`src/rtl/fp_neuron_node_if.sv`:
```
// Operand/result bundle for the binary32 neuron pre-activation unit.
interface fp_neuron_node_if;
    logic        in_valid;
    logic [31:0] in1;
    logic [31:0] in2;
    logic [31:0] weight1;
    logic [31:0] weight2;
    logic [31:0] bias;
    logic [31:0] out;
    logic        out_valid;

    modport master (
        output in_valid, in1, in2, weight1, weight2, bias,
        input  out, out_valid
    );

    modport slave (
        input  in_valid, in1, in2, weight1, weight2, bias,
        output out, out_valid
    );
endinterface

```
`src/rtl/fp_neuron_node.sv`:
```
// Binary32 neuron pre-activation: out = (in1*weight1 + in2*weight2) + bias.
// Four-cycle latency, one operand set per clock. Subnormals flush to signed
// zero, every operation rounds to nearest-even, NaNs come out canonical.
module fp_neuron_node (
    input  logic            clk,
    input  logic            reset,
    fp_neuron_node_if.slave bus
);
    localparam logic [31:0] QNAN = 32'h7FC00000;

    // Product in flight between the multiply and its normalize/round stage.
    typedef struct packed {
        logic              nan;
        logic              inf;
        logic              zero;
        logic              sign;
        logic signed [9:0] exp;
        logic [47:0]       prod;
    } prod_t;

    // Final packing with overflow to infinity and underflow to signed zero.
    function automatic logic [31:0] pack(input logic s, input logic signed [9:0] e,
                                         input logic [22:0] f);
        logic [31:0] r;
        if (e >= 10'sd255)
            r = {s, 8'hFF, 23'd0};
        else if (e <= 10'sd0)
            r = {s, 31'd0};
        else
            r = {s, e[7:0], f};
        return r;
    endfunction

    function automatic prod_t mul_unpack(input logic [31:0] a, input logic [31:0] b);
        prod_t r;
        logic  a_max, b_max, a_zero, b_zero, a_nan, b_nan, a_inf, b_inf;
        a_max  = &a[30:23];
        b_max  = &b[30:23];
        a_zero = ~|a[30:23];
        b_zero = ~|b[30:23];
        a_nan  = a_max & (|a[22:0]);
        b_nan  = b_max & (|b[22:0]);
        a_inf  = a_max & ~(|a[22:0]);
        b_inf  = b_max & ~(|b[22:0]);
        r.sign = a[31] ^ b[31];
        r.nan  = a_nan | b_nan | (a_inf & b_zero) | (b_inf & a_zero);
        r.inf  = a_inf | b_inf;
        r.zero = a_zero | b_zero;
        r.exp  = $signed({2'b00, a[30:23]}) + $signed({2'b00, b[30:23]}) - 10'sd127;
        r.prod = {24'd0, 1'b1, a[22:0]} * {24'd0, 1'b1, b[22:0]};
        return r;
    endfunction

    function automatic logic [31:0] mul_round(input prod_t p);
        logic [31:0]       r;
        logic [23:0]       mant;
        logic              g, st;
        logic [24:0]       rnd;
        logic signed [9:0] e;
        if (p.prod[47]) begin
            mant = p.prod[47:24];
            g    = p.prod[23];
            st   = |p.prod[22:0];
            e    = p.exp + 10'sd1;
        end else begin
            mant = p.prod[46:23];
            g    = p.prod[22];
            st   = |p.prod[21:0];
            e    = p.exp;
        end
        rnd = {1'b0, mant} + {24'd0, g & (st | mant[0])};
        if (rnd[24]) begin
            rnd = rnd >> 1;
            e   = e + 10'sd1;
        end
        if (p.nan)
            r = QNAN;
        else if (p.inf)
            r = {p.sign, 8'hFF, 23'd0};
        else if (p.zero)
            r = {p.sign, 31'd0};
        else
            r = pack(p.sign, e, rnd[22:0]);
        return r;
    endfunction

    // Single rounded add. Bits [2:0] of the 27-bit working mantissa are
    // guard, round and sticky; the sticky bit absorbs everything shifted out.
    function automatic logic [31:0] fp_add(input logic [31:0] a, input logic [31:0] b);
        logic [31:0]       r, big, sml;
        logic              a_max, b_max, a_zero, b_zero, a_nan, b_nan, a_inf, b_inf;
        logic [7:0]        d;
        logic [26:0]       m_big, m_sml, sh, nrm;
        logic              stk;
        logic [27:0]       sum;
        logic [4:0]        msb, lz;
        logic [24:0]       rnd;
        logic signed [9:0] e;
        a_max  = &a[30:23];
        b_max  = &b[30:23];
        a_zero = ~|a[30:23];
        b_zero = ~|b[30:23];
        a_nan  = a_max & (|a[22:0]);
        b_nan  = b_max & (|b[22:0]);
        a_inf  = a_max & ~(|a[22:0]);
        b_inf  = b_max & ~(|b[22:0]);

        // Order by magnitude so the difference below is never negative.
        if (a[30:0] >= b[30:0]) begin
            big = a;
            sml = b;
        end else begin
            big = b;
            sml = a;
        end
        d     = big[30:23] - sml[30:23];
        m_big = {1'b1, big[22:0], 3'b000};
        m_sml = {1'b1, sml[22:0], 3'b000};
        if (d >= 8'd27) begin
            sh  = 27'd0;
            stk = 1'b1;
        end else begin
            sh  = m_sml >> d;
            stk = |(m_sml & ~(27'h7FFFFFF << d));
        end
        sh[0] = sh[0] | stk;
        if (big[31] ^ sml[31])
            sum = {1'b0, m_big} - {1'b0, sh};
        else
            sum = {1'b0, m_big} + {1'b0, sh};

        e   = $signed({2'b00, big[30:23]});
        msb = 5'd0;
        for (int i = 0; i < 27; i++)
            if (sum[i]) msb = i[4:0];
        lz  = 5'd26 - msb;
        if (sum[27]) begin
            nrm = sum[27:1] | {26'd0, sum[0]};
            e   = e + 10'sd1;
        end else begin
            nrm = sum[26:0] << lz;
            e   = e - $signed({5'd0, lz});
        end
        rnd = {1'b0, nrm[26:3]} + {24'd0, nrm[2] & (nrm[1] | nrm[0] | nrm[3])};
        if (rnd[24]) begin
            rnd = rnd >> 1;
            e   = e + 10'sd1;
        end

        if (a_nan | b_nan | (a_inf & b_inf & (a[31] ^ b[31])))
            r = QNAN;
        else if (a_inf)
            r = {a[31], 8'hFF, 23'd0};
        else if (b_inf)
            r = {b[31], 8'hFF, 23'd0};
        else if (a_zero & b_zero)
            r = {a[31] & b[31], 31'd0};
        else if (a_zero)
            r = b;
        else if (b_zero)
            r = a;
        else if (sum == 28'd0)
            r = 32'd0;
        else
            r = pack(big[31], e, rnd[22:0]);
        return r;
    endfunction

    logic        r0_valid, s1_valid, s2_valid, s3_valid;
    logic [31:0] r0_in1, r0_in2, r0_w1, r0_w2, r0_bias;
    prod_t       s1_p1, s1_p2;
    logic [31:0] s1_bias;
    logic [31:0] s2_p1, s2_p2, s2_bias;
    logic [31:0] s3_sum, s3_bias;

    // Input capture: operands and their valid flag.
    always_ff @(posedge clk) begin
        if (reset) begin
            r0_valid <= 1'b0;
            r0_in1   <= '0;
            r0_in2   <= '0;
            r0_w1    <= '0;
            r0_w2    <= '0;
            r0_bias  <= '0;
        end else begin
            r0_valid <= bus.in_valid;
            r0_in1   <= bus.in1;
            r0_in2   <= bus.in2;
            r0_w1    <= bus.weight1;
            r0_w2    <= bus.weight2;
            r0_bias  <= bus.bias;
        end
    end

    // S1: classify operands, mantissa products and exponent sums.
    always_ff @(posedge clk) begin
        if (reset) begin
            s1_valid <= 1'b0;
            s1_p1    <= '0;
            s1_p2    <= '0;
            s1_bias  <= '0;
        end else begin
            s1_valid <= r0_valid;
            s1_p1    <= mul_unpack(r0_in1, r0_w1);
            s1_p2    <= mul_unpack(r0_in2, r0_w2);
            s1_bias  <= r0_bias;
        end
    end

    // S2: normalize and round both products.
    always_ff @(posedge clk) begin
        if (reset) begin
            s2_valid <= 1'b0;
            s2_p1    <= '0;
            s2_p2    <= '0;
            s2_bias  <= '0;
        end else begin
            s2_valid <= s1_valid;
            s2_p1    <= mul_round(s1_p1);
            s2_p2    <= mul_round(s1_p2);
            s2_bias  <= s1_bias;
        end
    end

    // S3: sum of the two products.
    always_ff @(posedge clk) begin
        if (reset) begin
            s3_valid <= 1'b0;
            s3_sum   <= '0;
            s3_bias  <= '0;
        end else begin
            s3_valid <= s2_valid;
            s3_sum   <= fp_add(s2_p1, s2_p2);
            s3_bias  <= s2_bias;
        end
    end

    // S4: add bias and register the result.
    always_ff @(posedge clk) begin
        if (reset) begin
            bus.out_valid <= 1'b0;
            bus.out       <= '0;
        end else begin
            bus.out_valid <= s3_valid;
            bus.out       <= fp_add(s3_sum, s3_bias);
        end
    end
endmodule

```
`src/flat_wrapper.sv`:
```
// flat-port wrapper written by rule: the top's interface ports become plain ports
module fp_neuron_node_flat 
  (clk, reset, bus_in_valid, bus_in1, bus_in2, bus_weight1, bus_weight2, bus_bias, bus_out, bus_out_valid);
  fp_neuron_node_if bus_i ();
  input  logic clk;
  input  logic reset;
  input wire logic [$bits(bus_i.in_valid)-1:0] bus_in_valid;
  input wire logic [$bits(bus_i.in1)-1:0] bus_in1;
  input wire logic [$bits(bus_i.in2)-1:0] bus_in2;
  input wire logic [$bits(bus_i.weight1)-1:0] bus_weight1;
  input wire logic [$bits(bus_i.weight2)-1:0] bus_weight2;
  input wire logic [$bits(bus_i.bias)-1:0] bus_bias;
  output wire logic [$bits(bus_i.out)-1:0] bus_out;
  output wire logic [$bits(bus_i.out_valid)-1:0] bus_out_valid;
  assign bus_i.in_valid = bus_in_valid;
  assign bus_i.in1 = bus_in1;
  assign bus_i.in2 = bus_in2;
  assign bus_i.weight1 = bus_weight1;
  assign bus_i.weight2 = bus_weight2;
  assign bus_i.bias = bus_bias;
  assign bus_out = bus_i.out;
  assign bus_out_valid = bus_i.out_valid;
  fp_neuron_node u_core (.clk(clk), .reset(reset), .bus(bus_i));
endmodule
```
`config.mk`:
```
export PLATFORM = sky130hd
export DESIGN_NAME = fp_neuron_node_flat
export DESIGN_NICKNAME = d
export VERILOG_FILES = /design/src/rtl/fp_neuron_node_if.sv /design/src/rtl/fp_neuron_node.sv /design/src/flat_wrapper.sv
export SDC_FILE = /design/constraint.sdc
export NUM_CORES = 2
export LEC_CHECK = 0
export CELL_PAD_IN_SITES_DETAIL_PLACEMENT = 1
export CELL_PAD_IN_SITES_GLOBAL_PLACEMENT = 1
export CORE_ASPECT_RATIO = 1.25
export CORE_MARGIN = 10
export CORE_UTILIZATION = 40
export CTS_CLUSTER_SIZE = 28
export DETAILED_ROUTE_END_ITERATION = 8
export PLACE_DENSITY_LB_ADDON = 0.1
export SYNTH_ARGS = -nofsm -noshare
export SYNTH_HDL_FRONTEND = slang
export SYNTH_SLANG_ARGS = --single-unit
```
`constraint.sdc`:
```
create_clock -name clk -period 17.82 [get_ports clk]
set_clock_uncertainty 0.1 [all_clocks]
set_input_delay 2.673 -clock clk [delete_from_list [all_inputs] [get_ports clk]]
set_output_delay 2.673 -clock clk [all_outputs]
set_load 0.02 [all_outputs]
```
== Yosys cells after proc, flatten, opt, wreduce, memory -nomap -nowiden ==
Index checks and enable logic that the tools add are counted.

* $add $sub $neg: 26
* $mul: 2
* $lt $le $gt $ge: 12
* Shift operators: 6
* Mux-type cells: 138
* Bitwise gates (word level): 74
* Reduce and logical (&&, ||, !) cells: 48

{| class="wikitable"
|+ Operators by type and width
! cell !! number
|-
| $mux 32 || 20
|-
| $mux 31 || 16
|-
| $reduce_or 23->1 || 10
|-
| $mux 27 || 8
|-
| $mux 10 || 16
|-
| $mux 5 || 24
|-
| $mux 28 || 4
|-
| $add 24x1->25 || 4
|-
| $mul 24x24->48 || 2
|-
| $mux 24 || 4
|-
| $mux 23 || 4
|-
| $mux 4 || 16
|-
| $reduce_and 8->1 || 8
|-
| $reduce_or 8->1 || 8
|-
| $ge 31x31->1 || 2
|-
| $add 10x2->10 const B || 6
|-
| $add 27x27->28 || 2
|-
| $logic_not 28->1 || 2
|-
| $sub 27x27->28 || 2
|-
| $and 27x27->27 || 2
|-
| $not 27->27 || 2
|-
| $or 27x1->27 || 2
|-
| $reduce_or 27->1 || 2
|-
| $shl 27x5->27 || 2
|-
| 23 further kinds || 138
|}

* Register bits after elaboration: 513
* Bits of input ports: 163

== Depth between registers and ports, before layout ==
* Depth in word-level cells: 61
* Depth in mapped cells: 79
* Mapped depth without buffers: 69

== Worst setup path after synthesis ==
OpenSTA, ideal clock, no wires.

* Path type: reg-to-reg
* Start: register u_core.s3_bias[29]
* End: register u_core.bus.out[9]
* Library setup time: 135 ps
* Arrival: 14,544 ps
* Path slack: 3,042 ps
* Cell stages (with the launch flop): 73
* Path buffers: 17
* Cell sequence: dfxtp_1 > inv_1 > ha_1 > buf_4 > nand4_2 > nor4_2 > a211oi_2 > o211a_1 > nand2_2 > buf_4 > buf_2 > buf_2 > buf_1 > clkbuf_1 > clkbuf_1 > mux2i_1 > ha_1 > nand2_1 > (+37 left out) > nand2_1 > inv_1 > clkbuf_1 > ha_1 > xor2_1 > a21oi_1 > and3_1 > clkbuf_1 > inv_1 > or4_1 > or4_1 > a22o_1 > or4_1 > nor4b_4 > and2_4 > buf_6 > a221oi_1 > a211oi_1

* Word-level cells in the longest chain between the ends: 57
* Elaborated cells between the ends (all ways): 85

{| class="wikitable"
|+ RTL lines
! element !! RTL line !! RTL
|-
| start: declaration || fp_neuron_node.sv:174 || <nowiki>logic [31:0] s3_sum, s3_bias;</nowiki>
|-
| start signal: assignment || fp_neuron_node.sv:234 || <nowiki>s3_bias <= s2_bias;</nowiki>
|-
| $ge 31x31->1 || fp_neuron_node.sv:109 || <nowiki>if (a[30:0] >= b[30:0]) begin</nowiki>
|-
| $mux 32 || fp_neuron_node.sv:109 ||
|-
| $mux 32 || fp_neuron_node.sv:240 || <nowiki>if (reset) begin</nowiki>
|-
| $sub 8x8->8 || fp_neuron_node.sv:116 || <nowiki>d = big[30:23] - sml[30:23];</nowiki>
|-
| $shl 27x8->27 || fp_neuron_node.sv:124 || <nowiki>stk = |(m_sml & ~(27'h7FFFFFF << d));</nowiki>
|-
| $not 27->27 || fp_neuron_node.sv:124 ||
|-
| $and 27x27->27 || fp_neuron_node.sv:124 ||
|-
| $reduce_or 27->1 || fp_neuron_node.sv:124 ||
|-
| (+41 left out) || -- ||
|-
| $mux 10 || fp_neuron_node.sv:145 || <nowiki>if (rnd[24]) begin</nowiki>
|-
| $mux 10 || fp_neuron_node.sv:240 ||
|-
| $le 10x1->1 || fp_neuron_node.sv:27 || <nowiki>else if (e <= 10'sd0)</nowiki>
|-
| $mux 31 || fp_neuron_node.sv:27 ||
|-
| $mux 31 || fp_neuron_node.sv:25 || <nowiki>if (e >= 10'sd255)</nowiki>
|-
| $mux 32 || fp_neuron_node.sv:162 || <nowiki>else if (sum == 28'd0)</nowiki>
|-
| $mux 32 || fp_neuron_node.sv:160 || <nowiki>else if (b_zero)</nowiki>
|-
| $mux 32 || fp_neuron_node.sv:158 || <nowiki>else if (a_zero)</nowiki>
|-
| end signal: assignment || fp_neuron_node.sv:245 || <nowiki>bus.out <= fp_add(s3_sum, s3_bias);</nowiki>
|-
| end: declaration || fp_neuron_node_if.sv:19 || <nowiki>output out, out_valid</nowiki>
|}

Parallel ways exist; a longest one is shown, timed or not. The select of a mux whose other input is x is not followed.
A chain may end at the register's enable or synchronous reset.

== Worst setup path after layout ==
* Start: register u_core.s2_p2[29]
* End: register u_core.s3_sum[27]

* Word-level cells in the longest chain between the ends: 61
* Elaborated cells between the ends (all ways): 87

{| class="wikitable"
|+ RTL lines
! element !! RTL line !! RTL
|-
| start: declaration || fp_neuron_node.sv:173 || <nowiki>logic [31:0] s2_p1, s2_p2, s2_bias;</nowiki>
|-
| start signal: assignment || fp_neuron_node.sv:220 || <nowiki>s2_p2 <= mul_round(s1_p2);</nowiki>
|-
| $ge 31x31->1 || fp_neuron_node.sv:109 ||
|-
| $mux 32 || fp_neuron_node.sv:109 ||
|-
| $mux 32 || fp_neuron_node.sv:227 || <nowiki>if (reset) begin</nowiki>
|-
| $sub 8x8->8 || fp_neuron_node.sv:116 ||
|-
| $shl 27x8->27 || fp_neuron_node.sv:124 ||
|-
| $not 27->27 || fp_neuron_node.sv:124 ||
|-
| $and 27x27->27 || fp_neuron_node.sv:124 ||
|-
| $reduce_or 27->1 || fp_neuron_node.sv:124 ||
|-
| (+45 left out) || -- ||
|-
| $mux 31 || fp_neuron_node.sv:25 ||
|-
| $mux 32 || fp_neuron_node.sv:162 ||
|-
| $mux 32 || fp_neuron_node.sv:160 ||
|-
| $mux 32 || fp_neuron_node.sv:158 ||
|-
| $mux 32 || fp_neuron_node.sv:156 || <nowiki>else if (a_zero & b_zero)</nowiki>
|-
| $mux 32 || fp_neuron_node.sv:154 || <nowiki>else if (b_inf)</nowiki>
|-
| $mux 32 || fp_neuron_node.sv:152 || <nowiki>else if (a_inf)</nowiki>
|-
| $mux 31 * || fp_neuron_node.sv:150 || <nowiki>if (a_nan | b_nan | (a_inf & b_inf & (a[31] ^ b[31])))</nowiki>
|-
| end signal: assignment || fp_neuron_node.sv:233 || <nowiki>s3_sum <= fp_add(s2_p1, s2_p2);</nowiki>
|-
| end: declaration || fp_neuron_node.sv:174 ||
|}

Mark *: on every way between the ends. The rest lies on a longest branch, timed or not. The select of a mux whose other input is x is not followed.

==> flow_summary.json <==
{
  "status": "finished clean",
  "yosys_warnings": 0,
  "worst_setup_path_end_kind": "flop",
  "period_needed_ps": 16830,
  "max_freq_mhz": 59.4,
  "cts.reportedPaths.clkPinSlew_ps": 60,
  "async_flop_share_pct": 0,
  "holdWs_ps": 335,
  "syn_area_per_cell_um2": 8.19,
  "fin_crit_sh_pct": 94.4,
  "htreeDepth": 3,
  "synth_top_area_share_pct": 24.9,
  "pre_cts_ws_ps": 1140,
  "clk-insertion-delay-late_ps": 730,
  "num_rows": 181,
  "stdcell_count": 12100,
  "grt_remaining_overflow": 0,
  "grt_max_degree": 94,
  "power_mw": 16.0,
  "dieHeight_um": 514,
  "grt_pass1_vias": 75900,
  "ir_drop_v": 0.000153,
  "area_delta_synth_final_pct": 9.13,
  "clock_path_buffers": 3,
  "synth_nets": 11200,
  "tightest_slew_ps": 1360,
  "setup_viol": 0,
  "ios": 196,
  "ys_types": 138,
  "hpwl_um": 245000,
  "num_vias": 70000,
  "slew_violations": 0,
  "critPathMaxStageDelay_ps": 950,
  "initial_core_util_pct": 40.2,
  "ctsRootBufferMaster": "clkbuf_16",
  "detail_route.first_pass.iterations": 6,
  "grt.total_usage_pct": 28.9,
  "die_w_um": 415,
  "dp_cells": 12000,
  "hold_viol": 0,
  "nFillCells": 23300,
  "routed_wl_um": 316000,
  "synth_edf_count": 0,
  "drt-initial-drc-count": 4476,
  "cts_buffers": 67,
  "cp_max_fo": 27,
  "num-nets-final": 11200,
  "startpoint_type": "flop",
  "layout-drive-gt1-share_pct": 6.30,
  "gp_congestion": 0.968,
  "setup_tns_ps": 0,
  "rsz0062_at_grt": "no",
  "yosysSeqAreaShare_pct": 13.1,
  "synth_top_area_cell": "fa_1",
  "antenna_found_initial": 16,
  "finish.instance_area_um2": 85200,
  "cap_violations": 0,
  "placed_cell_area_um2": 82800,
  "required_ps": 18240,
  "syn-cell-area_um2": 78100,
  "ys_ff_latch": 513,
  "routedWlPerCell_um": 26.0,
  "setup_ws_ps": 993,
  "drt.antenna.violating_nets": 0,
  "cts_tree": "built",
  "cp_slowest_cell": "xnor2_1",
  "slew_headroom_pct": 8.13,
  "synth_cells": 9539,
  "power_per_cell_area_nw_per_um2": 188,
  "yosysMostFrequentCell": "inv_1",
  "fin_util_pct": 43.9,
  "total_leakage_power_nw": 37.5,
  "portBuffers": 195,
  "cpMostUsedCell": "a21oi_1",
  "routed_via_density": 5.77,
  "synthTopCellsByCount": "inv_1 (1,300), nand2_1 (1,104), fa_1 (970), nor2_1 (602), ha_1 (548)",
  "dieArea_um2": 213000,
  "cts.sinks": 513,
  "core_area_um2": 194000,
  "critPathKind": "flop to flop",
  "grt_pass1_wl_um": 478000,
  "crit_arrival_ps": 17250,
  "post-route-drc-count": 0,
  "synthTopCellsByArea": "fa_1 (25%), dfxtp_1 (13%), ha_1 (8.8%)",
  "hp-class": "flop to flop",
  "yosys_most_used_dff": "dfxtp_1"
}
-- layer usage --
metal	part of all wire, %	vias to the layer above	global-route usage [%]
met2	50	2065	51.7
met1	40	35800	34.0
met4	5.3	2	13.5
li1	-	31400	-
met3	4.9	730	4.02
met5	0.0038	-	0
-- cell type report --
| cell class | instances | area (um2) | area share (%) |
|---|---|---|---|
| diodes | 18 | 45.0 | 0.0528 |
| repair buffers | 406 | 3540 | 4.15 |
| inverters | 1311 | 4920 | 5.78 |
| flip-flops and latches | 513 | 10300 | 12.1 |
| clock inverters | 38 | 543 | 0.637 |
| multi-input cells | 7193 | 60900 | 71.4 |
| well taps | 2562 | 3210 | 3.76 |
| clock buffers | 82 | 1840 | 2.16 |
-- flip-flops by register name, indices dropped and copies added, names as in the netlist --
| name | cells |
|---|---|
| u_core.s2_p2 | 32 |
| u_core.r0_w2 | 32 |
| u_core.s1_valid | 1 |
| u_core.r0_valid | 1 |
| u_core.s3_sum | 32 |
| u_core.r0_in2 | 32 |
| u_core.s2_bias | 32 |
| u_core.s2_p1 | 32 |
| u_core.r0_in1 | 32 |
| u_core.s1_bias | 32 |
| u_core.s1_p2 | 62 |
| u_core.s2_valid | 1 |
| u_core.bus.out_valid | 1 |
| u_core.s3_valid | 1 |
| u_core.s3_bias | 32 |
| u_core.r0_w1 | 32 |
| u_core.s1_p1 | 62 |
| u_core.r0_bias | 32 |
| u_core.bus.out | 32 |
-- timing repair --
item,CTS,global route
setup endpoints to repair,0,2
resized for setup,0,3
hold buffers,0,0
setup buffers,0,0
-- cell families (layout without fill, tap and decap cells) --
logic type                 Yosys count  in the layout  share of synthesized area (%)
and+or+nand+nor                   3442           3442                           22.0
buffers and inverters             1833           1837                           9.05
AOI/OAI and AO/OA                 1681           1681                           14.7
adders and majority gates         1519           1519                           33.7
DFF                                513            513                           13.1
xor gates and xnor gates           323            323                           3.63
muxes                              228            228                           3.87
other                                0             18                              0
-- worst paths after layout --
path | start | to | slack [ps] | cells after the start
hold / removal | u_core.s2_bias[4] | u_core.s3_bias[4] | 330 | 1
setup / recovery | u_core.s2_p2[29] | u_core.s3_sum[27] | 990 | 60
hold reg to reg | u_core.s2_bias[4] | u_core.s3_bias[4] | 330 | 1
setup reg to reg | u_core.s2_p2[29] | u_core.s3_sum[27] | 990 | 60
-- critical path: cells and delay by family, from the launching register on --
kind	cells	cell delay [ps]
simple gates	20	6040
mux	2	580
buf+inv	4	760
xor+xnor	1	950
fa+ha+maj	5	1710
compound gates	28	6070
flops	1	390
-- cell usage in the layout, fill, tap and decap left out, types with 34 or more instances in the layout --
master	Yosys	routed
a211oi_1	92	89
a21o_1	64	64
a21oi_1	464	464
a221oi_1	43	43
a22oi_1	34	34
a31oi_1	44	44
and2_1	542	541
and3_1	56	56
buf_4	10	211
clkbuf_16	0	68
clkdlybuf4s50_1	0	194
dfxtp_1	513	505
fa_1	970	970
ha_1	548	546
inv_1	1300	1300
mux2_2	47	47
mux2i_1	122	122
mux4_2	53	53
nand2_1	1104	1104
nand2b_1	60	60
nand3_1	180	180
nand4_1	84	84
nor2_1	602	600
nor2b_1	331	331
nor3_1	170	169
nor4_1	90	90
o211ai_1	71	71
o21a_1	44	44
o21ai_0	306	306
o21bai_1	64	64
o22ai_1	50	50
o31ai_1	39	38
or2_2	41	41
or3_1	40	40
or4_1	36	36
xnor2_1	186	185
xor2_1	136	136
-- where the power goes --
group	leakage (nW)	switching, mW	total [mW]	internal [mW]
combinational	32.1	8.47	13.0	4.49
clock	1.16	0.649	1.52	0.872
sequential	4.24	0.221	1.55	1.33
No activity file was read; power rests on OpenSTA's default activity.
